**config.mk**
```make
export PLATFORM = sky130hd
export DESIGN_NAME = priority_encoder_seq
export DESIGN_NICKNAME = d
export VERILOG_FILES = /design/src/rtl/priority_encoder_seq.sv
export SDC_FILE = /design/constraint.sdc
export NUM_CORES = 1
export LEC_CHECK = 0
export ABC_AREA = 1
export BUFFER_PORTS_ARGS = -buffer_cell sky130_fd_sc_hd__buf_2
export CORE_MARGIN = 2
export CORE_UTILIZATION = 25
export CTS_CLUSTER_SIZE = 14
export DETAILED_ROUTE_END_ITERATION = 8
export PLACE_DENSITY = 0.54
export REMOVE_ABC_BUFFERS = 1
export SLEW_MARGIN = 25
export SYNTH_ARGS = -nofsm -noshare
export SYNTH_HDL_FRONTEND = slang
export SYNTH_SLANG_ARGS = --single-unit
export TNS_END_PERCENT = 30
```
**constraint.sdc**
```tcl
create_clock -name clk -period 1.4 [get_ports clk]
set_clock_uncertainty 0.2 [all_clocks]
set_input_delay 0.14 -clock clk [delete_from_list [all_inputs] [get_ports clk]]
set_output_delay 0.14 -clock clk [all_outputs]
set_load 0.05 [all_outputs]
```
**src/rtl/priority_encoder_seq.sv**
```systemverilog
// rtl/priority_encoder_seq.sv - sequential priority encoder, one beat per set bit, high index first (option: PRIENC_MULTIHOT_ERR_EN)
module priority_encoder_seq #(
  parameter  int N = 8,
  localparam int W = $clog2(N)
) (
  input  logic         clk,
  input  logic         rst,
  input  logic         in_valid,
  output logic         in_ready,
  input  logic [N-1:0] in_data,
  output logic         out_valid,
  input  logic         out_ready,
  output logic [W-1:0] out_idx,
  output logic         out_none,
  output logic         out_last,
  output logic         err_multi
);

  typedef enum logic {
    ST_IDLE = 1'b0,
    ST_EMIT = 1'b1
  } state_e;

  localparam logic [N-1:0] LSB_ONE = {{(N-1){1'b0}}, 1'b1};

  state_e       state_q, state_d;
  logic [N-1:0] pending_q, pending_d;
  logic         none_q, none_d;

  logic [W-1:0] top_idx;
  logic [N-1:0] top_mask;
  logic         single_hot;
  logic         last_beat;
  logic         accept;
  logic         beat_done;

  // Index of the highest set bit of the pending word; later iterations win
  always_comb begin
    top_idx = '0;
    for (int i = 0; i < N; i++) begin
      if (pending_q[i]) begin
        top_idx = W'(i);
      end
    end
  end

  assign top_mask   = LSB_ONE << top_idx;
  assign single_hot = (pending_q != '0) && ((pending_q & (pending_q - LSB_ONE)) == '0);
  // An all-zero word is a single beat, so it is always the last one
  assign last_beat  = none_q | single_hot;
  assign accept     = (state_q == ST_IDLE) && in_valid;
  assign beat_done  = (state_q == ST_EMIT) && out_ready;

  // State register and pending word, asynchronously cleared
  always_ff @(posedge clk or posedge rst) begin
    if (rst) begin
      state_q   <= ST_IDLE;
      pending_q <= '0;
      none_q    <= 1'b0;
    end else begin
      state_q   <= state_d;
      pending_q <= pending_d;
      none_q    <= none_d;
    end
  end

  // Next state: load on acceptance, strip the emitted bit on each handshake
  always_comb begin
    state_d   = state_q;
    pending_d = pending_q;
    none_d    = none_q;
    case (state_q)
      ST_IDLE: begin
        if (accept) begin
          state_d   = ST_EMIT;
          pending_d = in_data;
          none_d    = (in_data == '0);
        end
      end
      ST_EMIT: begin
        if (beat_done) begin
          if (last_beat) begin
            state_d   = ST_IDLE;
            pending_d = '0;
            none_d    = 1'b0;
          end else begin
            pending_d = pending_q & ~top_mask;
          end
        end
      end
      default: begin
        state_d   = ST_IDLE;
        pending_d = '0;
        none_d    = 1'b0;
      end
    endcase
  end

  // Outputs depend only on registered state, so they hold under backpressure
  always_comb begin
    in_ready  = (state_q == ST_IDLE);
    out_valid = (state_q == ST_EMIT);
    out_idx   = out_valid ? top_idx : '0;
    out_none  = out_valid & none_q;
    out_last  = out_valid & last_beat;
  end

`ifdef PRIENC_MULTIHOT_ERR_EN
  logic err_q, err_d;
  logic in_multi;

  assign in_multi = (in_data & (in_data - LSB_ONE)) != '0;

  // Multi-hot flag captured with the word and cleared when it completes
  always_comb begin
    err_d = err_q;
    if (accept) begin
      err_d = in_multi;
    end else if (beat_done && last_beat) begin
      err_d = 1'b0;
    end
  end

  // Multi-hot flag register
  always_ff @(posedge clk or posedge rst) begin
    if (rst) begin
      err_q <= 1'b0;
    end else begin
      err_q <= err_d;
    end
  end

  assign err_multi = out_valid & err_q;
`else
  assign err_multi = 1'b0;
`endif

endmodule

```
==> qor.csv, run 1 <==
metric;value;unit
outcome;complete, but fails checks;
hold_ws;-1.17;ps
ys_ff_latch;10;
timing.critical_path.buf_inv;3;
net_total_in_the_final_layout;178;
critical_path.top_delay_family;simple AND/OR/NAND/NOR gates;
finalSetupViolCount;14;
worst-path-max-fanout;3;
total_power;0.00364;W
worst_slack;-475;ps
synth.distinct_cells;19;
syn-cell-area;732;um^2
post-route-min-period;1880;ps
cts_tree;done;
routedWlPerCell;11.7;um
dp_hpwl;1630;um
insertion_delay;280;ps
layout.area.seq;251;um^2
row_count;19;
drv_cap;0;
pin_count_of_the_biggest_net_entering_global_routing;11;
critPathKind;reg -> out;
finalWeightedCongestion;0.892;
cp_data_arrival_time;1540;ps
worstSetupStartpointType;flop;
fmaxAchievable;0.533;GHz
final.fill_count;272;
postSynthCellCount;111;
root_buffer;sky130_fd_sc_hd__clkbuf_4;
num_vias;914;
finish.cell_count_without_fillers;196;
rsz_0062_raised_after_global_routing;true;
power_density;2800;nW/um^2
cp-end-kind;primary output;
iteration_0_drc_markers;10;
vias_in_the_first_global_route;970;
io-pin-count;20;
worstPathCellList;nor2_2 -> buf_6 -> nand2_2 -> nand3_2 -> nand2_2 -> nand3_2 -> nand2_2 -> nand2_2 -> inv_2 -> buf_8;
clk_pin_slew_worst_paths;70;ps
synth.yosys.warnings;0;
vdd.ir_drop.worst;1.69;mV
start_util;26.5;%
critPathSlowestCell;sky130_fd_sc_hd__dfrtp_1;
postPlaceCellArea;1010;um^2
yosysTopAreaCellShare;34.2;%
leakage;0.662;nW
antenna-diode-count;0;
synthFlopType;sky130_fd_sc_hd__dfrtp_1;
yosysTopAreaCell;sky130_fd_sc_hd__dfrtp_1;
routed_wl;2290;um
die_height;58.1;um
detailedRoute.firstPassIterationCount;4;
io_buffers;18;
grt_first_pass_wirelength;3880;um
viasPerCell;4.66;
cpPeakStageDelay;420;ps
maximum_clock_path_buffer_count;2;
grt_overflow;0;
die_width;58.1;um
highest_count_cells_in_the_layout_ignoring_fill_and_taps;sky130_fd_sc_hd__nand2_1 (21), sky130_fd_sc_hd__buf_4 (21), sky130_fd_sc_hd__inv_1 (12);
sequential_area_share_after_synthesis;34.2;%
slew_violations;0;
postRouteAntennaNets;0;
finalCritPeriodShare;134;%
floorplan.die_area;3380;um^2
critPathRequiredTime;1060;ps
dp_cells;180;
worst_hold_check_path_type;in -> reg;
postSynthAreaPerCell;6.59;um^2
report.final.hold_viol_count;1;
multi_input_comb_area;462;um^2
final_core_util;47.2;%
area.growth.synth_to_final;77.9;%
tritoncts.num_buffers;3;
failed_checks;negative hold slack, negative setup slack;
htreeDepth;1;
cpMostUsedCell;sky130_fd_sc_hd__nand2_2;
placeableCoreArea;2760;um^2
postLayoutCellArea;1300;um^2
clkSinkCount;10;
number_of_enable_type_register_cells_in_the_synthesized_netlist;0;
ys_top_cells_by_area;sky130_fd_sc_hd__dfrtp_1 (34%), sky130_fd_sc_hd__nand2_1 (13%), sky130_fd_sc_hd__a21oi_1 (9.6%);
drc_errors;0;
global_route_usage_over_all_layers;14.8;%
antenna_found_initial;0;
layout-drive-gt1-share;50.3;%
postSynth.asyncResetShare;100;%
-- sequential cells by signal, summed over array words and instances, names as in the netlist --
name / cells
none_q: 1
pending_q: 8
out_valid: 1
-- power by group --
part	internal [W]	switching, W
registers	0.000425	0.000167
logic	0.00123	0.00155
clock network	0.000159	0.000114
-- stage by stage --
step	hold WS [ps]	TNS, ps	setup WS [ps]
global placement	-60.9	-1750	-270
CTS	10.2	-3340	-471
floorplan	-220	-11240	-1140
finish	-1.17	-4100	-475
global route	51.2	-5370	-559
detailed placement	-40.3	-1970	-282
-- routing by layer --
metal / GRT usage (%) / part of all wire, % / vias up
li1: - / - / 466
met1: 16.7 / 42 / 421
met2: 27.3 / 52 / 20
met3: 2.01 / 2.8 / 7
met4: 6.64 / 2.8 / 0
met5: 0 / 0 / -
-- logic make-up after synthesis --
logic type,Yosys count,share of synthesized area [%]
AO/OA/AOI/OAI,23,17.1
flip-flops,10,34.2
buffers and inverters,21,11.8
other,1,0.512
AND/OR/NAND/NOR,56,36.4
-- worst register-to-register path: stages (launching register included) --
cell and delay [ps]:
sky130_fd_sc_hd__dfrtp_2 450, sky130_fd_sc_hd__nor2_4 150, sky130_fd_sc_hd__nand2_2 70, sky130_fd_sc_hd__o21ai_2 120
sky130_fd_sc_hd__nand3_2 100, sky130_fd_sc_hd__buf_4 140, sky130_fd_sc_hd__buf_4 120, sky130_fd_sc_hd__buf_6 130
sky130_fd_sc_hd__nand4_1 80, sky130_fd_sc_hd__nand2_1 60, sky130_fd_sc_hd__nand2_1 60, sky130_fd_sc_hd__nand2_1 40
-- cell usage after synthesis (2+ instances only) --
cell / number
sky130_fd_sc_hd__inv_1: 18
sky130_fd_sc_hd__o21ai_1: 2
sky130_fd_sc_hd__o21ai_2: 2
sky130_fd_sc_hd__a31oi_1: 2
sky130_fd_sc_hd__nand4_1: 6
sky130_fd_sc_hd__dfrtp_1: 10
sky130_fd_sc_hd__nand2_2: 5
sky130_fd_sc_hd__nor4_1: 2
sky130_fd_sc_hd__nor2_1: 10
sky130_fd_sc_hd__a21oi_1: 14
sky130_fd_sc_hd__nand2_1: 26
sky130_fd_sc_hd__buf_4: 2
sky130_fd_sc_hd__nand3_1: 2
sky130_fd_sc_hd__nor2_2: 3
sky130_fd_sc_hd__o21ai_0: 3
-- worst paths after layout --
check | to | cells after the start | slack (ps) | from
setup / recovery | out_last | 10 | -480 | pending_q[4]$_DFFE_PP0P_
hold / removal | none_q$_DFFE_PP0P_ | 4 | -1 | in_data[5]
min in group asynchronous | pending_q[4]$_DFFE_PP0P_ | 3 | 180 | rst
setup reg to reg | pending_q[4]$_DFFE_PP0P_ | 11 | -420 | pending_q[1]$_DFFE_PP0P_
hold reg to reg | pending_q[6]$_DFFE_PP0P_ | 2 | 420 | pending_q[6]$_DFFE_PP0P_
max in group asynchronous | pending_q[1]$_DFFE_PP0P_ | 3 | 510 | rst
-- layout make-up --
| cell class | instances | share of cell area (%) |
|---|---|---|
| Sequential cell | 10 | 19.3 |
| Timing Repair Buffer | 53 | 34.3 |
| Multi-Input combinational cell | 80 | 35.4 |
| Clock buffer | 4 | 2.79 |
| Tap cell | 31 | 2.98 |
| Inverter | 18 | 5.19 |
-- repair_timing --
action | 4_1_cts | 5_1_grt
hold buffers | 8 | 0
buffers inserted | 2 | 2
setup endpoints to repair | 15 | 15
pin swaps | 7 | 8
endpoints found under the hold margin | 17 | 0
resized for setup | 27 | 20
Note: power is estimated with default switching activity, not from simulation.
==> run 2, diff against run 1 <==
--- a/config.mk
+++ b/config.mk
@@ -11,2 +11,3 @@
 export CORE_UTILIZATION = 25
+export CTS_BUF_LIST = sky130_fd_sc_hd__clkbuf_2
 export CTS_CLUSTER_SIZE = 14
==> constraint.sdc (replaced) <==
create_clock -name clk -period 1.4 [get_ports clk]
set_clock_uncertainty 0.2 [all_clocks]
set_input_delay 0.28 -clock clk [delete_from_list [all_inputs] [get_ports clk]]
set_output_delay 0.28 -clock clk [all_outputs]
set_load 0.05 [all_outputs]
==> run 2 against run 1 <==
  * The run ends with negative setup slack left
  * Clock power is 39% lower
  * Cell count is 2.6% lower
  * Maximum frequency is 6.5% lower
  * Register-to-register slack better by 90 ps
  * Global-route usage is 1.3 points lower
  * Die area stayed put
  * Critical path depth is 1 lower
  * Critical endpoint unchanged
  * Largest cell class unchanged
==> qor.csv, run 2 (synthesis gave the netlist of run 1 again) <==
metric;value;unit
report.final.hold_viol_count;0;
holdPathStages;3;
largest_reg_flops;8;
antenna-diode-count;0;
post-route-min-period;2010;ps
cp-end-kind;primary output;
finalSetupViolCount;15;
hold-path-endpoint;pending_q[5]$_DFFE_PP0P_;
r2r_slack;-330;ps
root_buffer;sky130_fd_sc_hd__clkbuf_2;
failed_checks;negative setup slack;
finalWeightedCongestion;0.847;
worstSetupStartpointType;flop;
worst_slack;-606;ps
dp_slack;-442;ps
postPlaceCellArea;1010;um^2
io_buffers;18;
routed_wl;2060;um
finalCritPeriodShare;143;%
hold_path.startpoint;in_data[5];
power_density;2920;nW/um^2
antenna_found_initial;0;
critical_path.top_delay_family;simple AND/OR/NAND/NOR gates;
layout-drive-gt1-share;48.8;%
tritoncts.num_buffers;3;
viasPerCell;4.65;
cts_tree;done;
r2r_start;pending_q[4]$_DFFE_PP0P_;
placeableCoreArea;2760;um^2
io-pin-count;20;
slew_violations;0;
timing.critical_path.buf_inv;3;
final.fill_count;288;
worst-path-max-fanout;3;
maximum_clock_path_buffer_count;2;
final_core_util;43.6;%
routedWlPerCell;10.8;um
cpPeakStageDelay;440;ps
insertion_delay;270;ps
outcome;complete, but fails checks;
cp_data_arrival_time;1530;ps
grt_overflow;0;
row_count;19;
net_total_in_the_final_layout;173;
drv_cap;0;
hold_ws;38.7;ps
fmaxAchievable;0.499;GHz
grt_first_pass_wirelength;3480;um
postLayoutCellArea;1200;um^2
start_util;26.5;%
mostFrequentLayoutCell;sky130_fd_sc_hd__buf_4;
die_height;58.1;um
cpMostUsedCell;sky130_fd_sc_hd__nand2_2;
timing.rr.end;pending_q[5]$_DFFE_PP0P_;
global_route_usage_over_all_layers;13.5;%
dp_hpwl;1590;um
die_width;58.1;um
critPathSlowestCell;sky130_fd_sc_hd__dfrtp_1;
vdd.ir_drop.worst;1.55;mV
vias_in_the_first_global_route;824;
clk_pin_slew_worst_paths;110;ps
worstPathCellList;buf_4 -> nand2_2 -> nand3_1 -> nor2_2 -> nand3_2 -> nand2_2 -> nand2_2 -> inv_2 -> buf_8;
floorplan.die_area;3380;um^2
highest_count_cells_in_the_layout_ignoring_fill_and_taps;sky130_fd_sc_hd__buf_4 (23), sky130_fd_sc_hd__nand2_1 (22), sky130_fd_sc_hd__inv_1 (12), sky130_fd_sc_hd__a21oi_1 (12), sky130_fd_sc_hd__buf_2 (12);
drc_errors;0;
area.growth.synth_to_final;64.3;%
max_flop_register;pending_q;
critPathKind;reg -> out;
pin_count_of_the_biggest_net_entering_global_routing;13;
iteration_0_drc_markers;12;
finalSetupTns;-4070;ps
clkSinkCount;10;
htreeDepth;1;
leakage;0.633;nW
crit_path_start;pending_q[2]$_DFFE_PP0P_;
postRouteAntennaNets;0;
detailedRoute.firstPassIterationCount;4;
timing.reg2reg.worst_path_depth;12;
worst_hold_check_path_type;in -> reg;
rsz_0062_raised_after_global_routing;true;
critPathRequiredTime;920;ps
num_vias;888;
[run 2: cell count changes in the layout (fill, tap and decap cells not counted), sizes merged]
cell	before	now
buf	45	47
clkbuf	4	3
clkinv	0	1
dlygate4sd3	8	1
[run 2: repair_timing]
| action | 4_1_cts | 5_1_grt |
|---|---|---|
| pin swaps | 8 | 3 |
| setup buffers | 5 | 1 |
| hold buffers | 1 | 0 |
| endpoints found under the setup margin | 15 | 16 |
| endpoints found under the hold margin | 10 | 0 |
| resized for setup | 30 | 10 |
[run 2: where the power goes]
group          switching [W]  internal (W)  leakage [nW]
combinational        0.00153       0.00124         0.498
sequential          0.000144      0.000424         0.121
clock               0.000105     0.0000620        0.0140
total                0.00178       0.00173         0.633
[run 2: area by class of cell]
class                      count  area, um^2  area share [%]
multi-input combinational     80         440            36.6
timing repair buffer          48         385            32.1
sequential                    10         251            20.9
inverter                      18        67.6            5.62
tap                           31        38.8            3.23
clock buffer                   3        15.0            1.25
clock inverter                 1        3.75           0.312
[run 2: worst max-delay path by stage]
stage                     cells after the start          to  slack (ps)
final                                         9    out_last        -610
after CTS                                     8    out_last        -620
after global routing                          8    out_last        -700
after floorplan                               2  out_idx[0]       -1280
after detailed placement                      8  out_idx[0]        -440
after global placement                        8  out_idx[0]        -410
[run 2: layer usage]
layer	global-route usage (%)	vias to the layer above	routed length (um)
li1	-	456	-
met1	16.3	404	904
met2	23.9	23	1050
met3	1.56	5	74
met4	5.98	0	35
met5	0	-	0
[run 2: worst reg2reg max path, cell delays in order, from the launching register on]
cell	delay, ps
sky130_fd_sc_hd__dfrtp_1	430
sky130_fd_sc_hd__nor2_2	120
sky130_fd_sc_hd__buf_6	110
sky130_fd_sc_hd__buf_6	90
sky130_fd_sc_hd__nand2_4	40
sky130_fd_sc_hd__nand2_2	40
sky130_fd_sc_hd__nand2_1	50
sky130_fd_sc_hd__buf_4	130
sky130_fd_sc_hd__buf_4	120
sky130_fd_sc_hd__buf_4	120
sky130_fd_sc_hd__o21ai_2	90
sky130_fd_sc_hd__nand2_1	60
sky130_fd_sc_hd__nand2_1	60
[run 2: through the flow]
| step | instances | power [W] |
|---|---|---|
| global placement | 180 | 0.00272 |
| global route | 191 | 0.00380 |
| floorplan | 108 | 0.00190 |
| detailed placement | 180 | 0.00273 |
| finish | 191 | 0.00351 |
| CTS | 190 | 0.00342 |
==> run 3, diff against run 2 <==
==> constraint.sdc (replaced) <==
create_clock -name clk -period 1.4 [get_ports clk]
set_clock_uncertainty 0.2 [all_clocks]
set_input_delay 0.07 -clock clk [delete_from_list [all_inputs] [get_ports clk]]
set_output_delay 0.07 -clock clk [all_outputs]
set_load 0.05 [all_outputs]
==> run 3 against run 2 <==
  * The run still ends with negative setup slack left
  * Largest power group unchanged
  * Core utilization rose by 2.3 points
  * Routed wire length increased by 5.0%
  * Critical path type unchanged
  * Non-clock buffer count grew 1
  * First-iteration DRC count rose by 58%
==> qor.csv, run 3 (synthesis gave the netlist of run 1 again) <==
metric;value;unit
pin_count_of_the_biggest_net_entering_global_routing;12;
layout-drive-gt1-share;46.0;%
pwr-share-comb;78.2;%
power_switching;0.00179;W
failed_checks;negative setup slack;
vdd.ir_drop.worst;1.66;mV
antenna_found_initial;0;
finalSetupTns;-2760;ps
cp-end-kind;primary output;
routed_wl;2170;um
internal-power;0.00162;W
drc_errors;0;
fmaxAchievable;0.560;GHz
power_density;2700;nW/um^2
io_buffers;18;
worstSetupStartpointType;flop;
worst_slack;-387;ps
antenna-diode-count;0;
die_width;58.1;um
num_vias;875;
slew_violations;0;
rsz_0062_raised_after_global_routing;true;
finish.cell_count_without_fillers;192;
max_flop_register;pending_q;
dp_cells;175;
clkSinkCount;10;
cp_data_arrival_time;1520;ps
report.final.hold_viol_count;0;
dp_hpwl;1650;um
insertion_delay;250;ps
leakage;0.638;nW
routedWlPerCell;11.3;um
io-pin-count;20;
global_route_usage_over_all_layers;13.9;%
finalSetupViolCount;12;
grt_first_pass_wirelength;3640;um
highest_count_cells_in_the_layout_ignoring_fill_and_taps;sky130_fd_sc_hd__nand2_1 (21), sky130_fd_sc_hd__buf_4 (14), sky130_fd_sc_hd__inv_1 (13);
worst_hold_check_path_type;in -> async;
finalWeightedCongestion;0.888;
area.growth.synth_to_final;72.8;%
mostFrequentLayoutCell;sky130_fd_sc_hd__nand2_1;
net_total_in_the_final_layout;174;
vias_in_the_first_global_route;898;
row_count;19;
detailedRoute.firstPassIterationCount;4;
critPathKind;reg -> out;
grt_overflow;0;
floorplan.die_area;3380;um^2
post-route-min-period;1790;ps
maximum_clock_path_buffer_count;2;
hold_ws;130;ps
largest_reg_flops;8;
postRouteAntennaNets;0;
iteration_0_drc_markers;19;
drv_cap;0;
die_height;58.1;um
power.share.switching;52.5;%
finalCritPeriodShare;128;%
tritoncts.num_buffers;3;
root_buffer;sky130_fd_sc_hd__clkbuf_2;
htreeDepth;1;
critPathRequiredTime;1130;ps
outcome;complete, but fails checks;
cts_tree;done;
viasPerCell;4.56;
clk_pin_slew_worst_paths;110;ps
placeableCoreArea;2760;um^2
clkPwrFrac;4.8;%
worst-path-max-fanout;3;
start_util;26.5;%
pwr-share-seq;17.0;%
-- run 3: path summary, 6_finish.rpt --
check | endpoint | slack, ps | cells after the start | start
hold reg to reg | pending_q[6]$_DFFE_PP0P_ | 410 | 2 | pending_q[6]$_DFFE_PP0P_
max in group asynchronous | pending_q[1]$_DFFE_PP0P_ | 560 | 3 | rst
setup / recovery | out_last | -390 | 10 | pending_q[4]$_DFFE_PP0P_
setup reg to reg | pending_q[4]$_DFFE_PP0P_ | -210 | 10 | pending_q[3]$_DFFE_PP0P_
min in group clk | pending_q[5]$_DFFE_PP0P_ | 410 | 4 | in_data[5]
hold / removal | pending_q[4]$_DFFE_PP0P_ | 130 | 3 | rst
-- run 3: routing by layer --
metal	share of wire, %	GRT usage, %	up-vias
met5	0	0	-
li1	-	-	462
met2	54	25.5	15
met4	0.65	4.98	0
met1	43	16.6	396
met3	2.4	1.34	2
-- run 3: critical path, stage by stage (launching register included) --
cell and delay, ps:
sky130_fd_sc_hd__dfrtp_1 430, sky130_fd_sc_hd__nor2_2 160, sky130_fd_sc_hd__buf_6 120, sky130_fd_sc_hd__nand2_2 50, sky130_fd_sc_hd__nand3_2 60, sky130_fd_sc_hd__nand2_2 50
sky130_fd_sc_hd__nand3_2 70, sky130_fd_sc_hd__nand2_2 60, sky130_fd_sc_hd__nand2_2 80, sky130_fd_sc_hd__inv_2 40, sky130_fd_sc_hd__buf_8 140
-- run 3: layout make-up --
cell class	count	area, um^2
well taps	31	38.8
clock inverters	1	3.75
multi-input cells	80	467
clock buffers	3	15.0
inverters	18	67.6
flip-flops and latches	10	251
fillers	265	1490
repair buffers	49	422
-- run 3: power groups by stage --
stage	registers (W)	clock network, W	logic [W]
floorplan	0.000619	0	0.00129
global placement	0.000549	0	0.00206
detailed placement	0.000550	0	0.00209
CTS	0.000562	0.000168	0.00248
global route	0.000599	0.000191	0.00289
finish	0.000581	0.000163	0.00267
-- run 3: what timing repair did --
action,CTS,global route
hold buffers,11,0
buffers inserted,3,1
setup endpoints to repair,14,16
pin swaps,5,12
resized for setup,24,22
hold endpoints to repair,19,0
-- run 3: metrics by stage --
step | utilization, % | worst slack (ps) | cell area, um^2 | power, W
5_1_grt | 45.9 | -516 | 1260 | 0.00369
4_1_cts | 43.6 | -394 | 1200 | 0.00321
2_1_floorplan | - | -1070 | 713 | 0.00190
3_3_place_gp | 35.4 | -200 | 977 | 0.00261
6_report | 45.9 | -387 | 1260 | 0.00341
3_5_place_dp | 35.4 | -242 | 977 | 0.00264
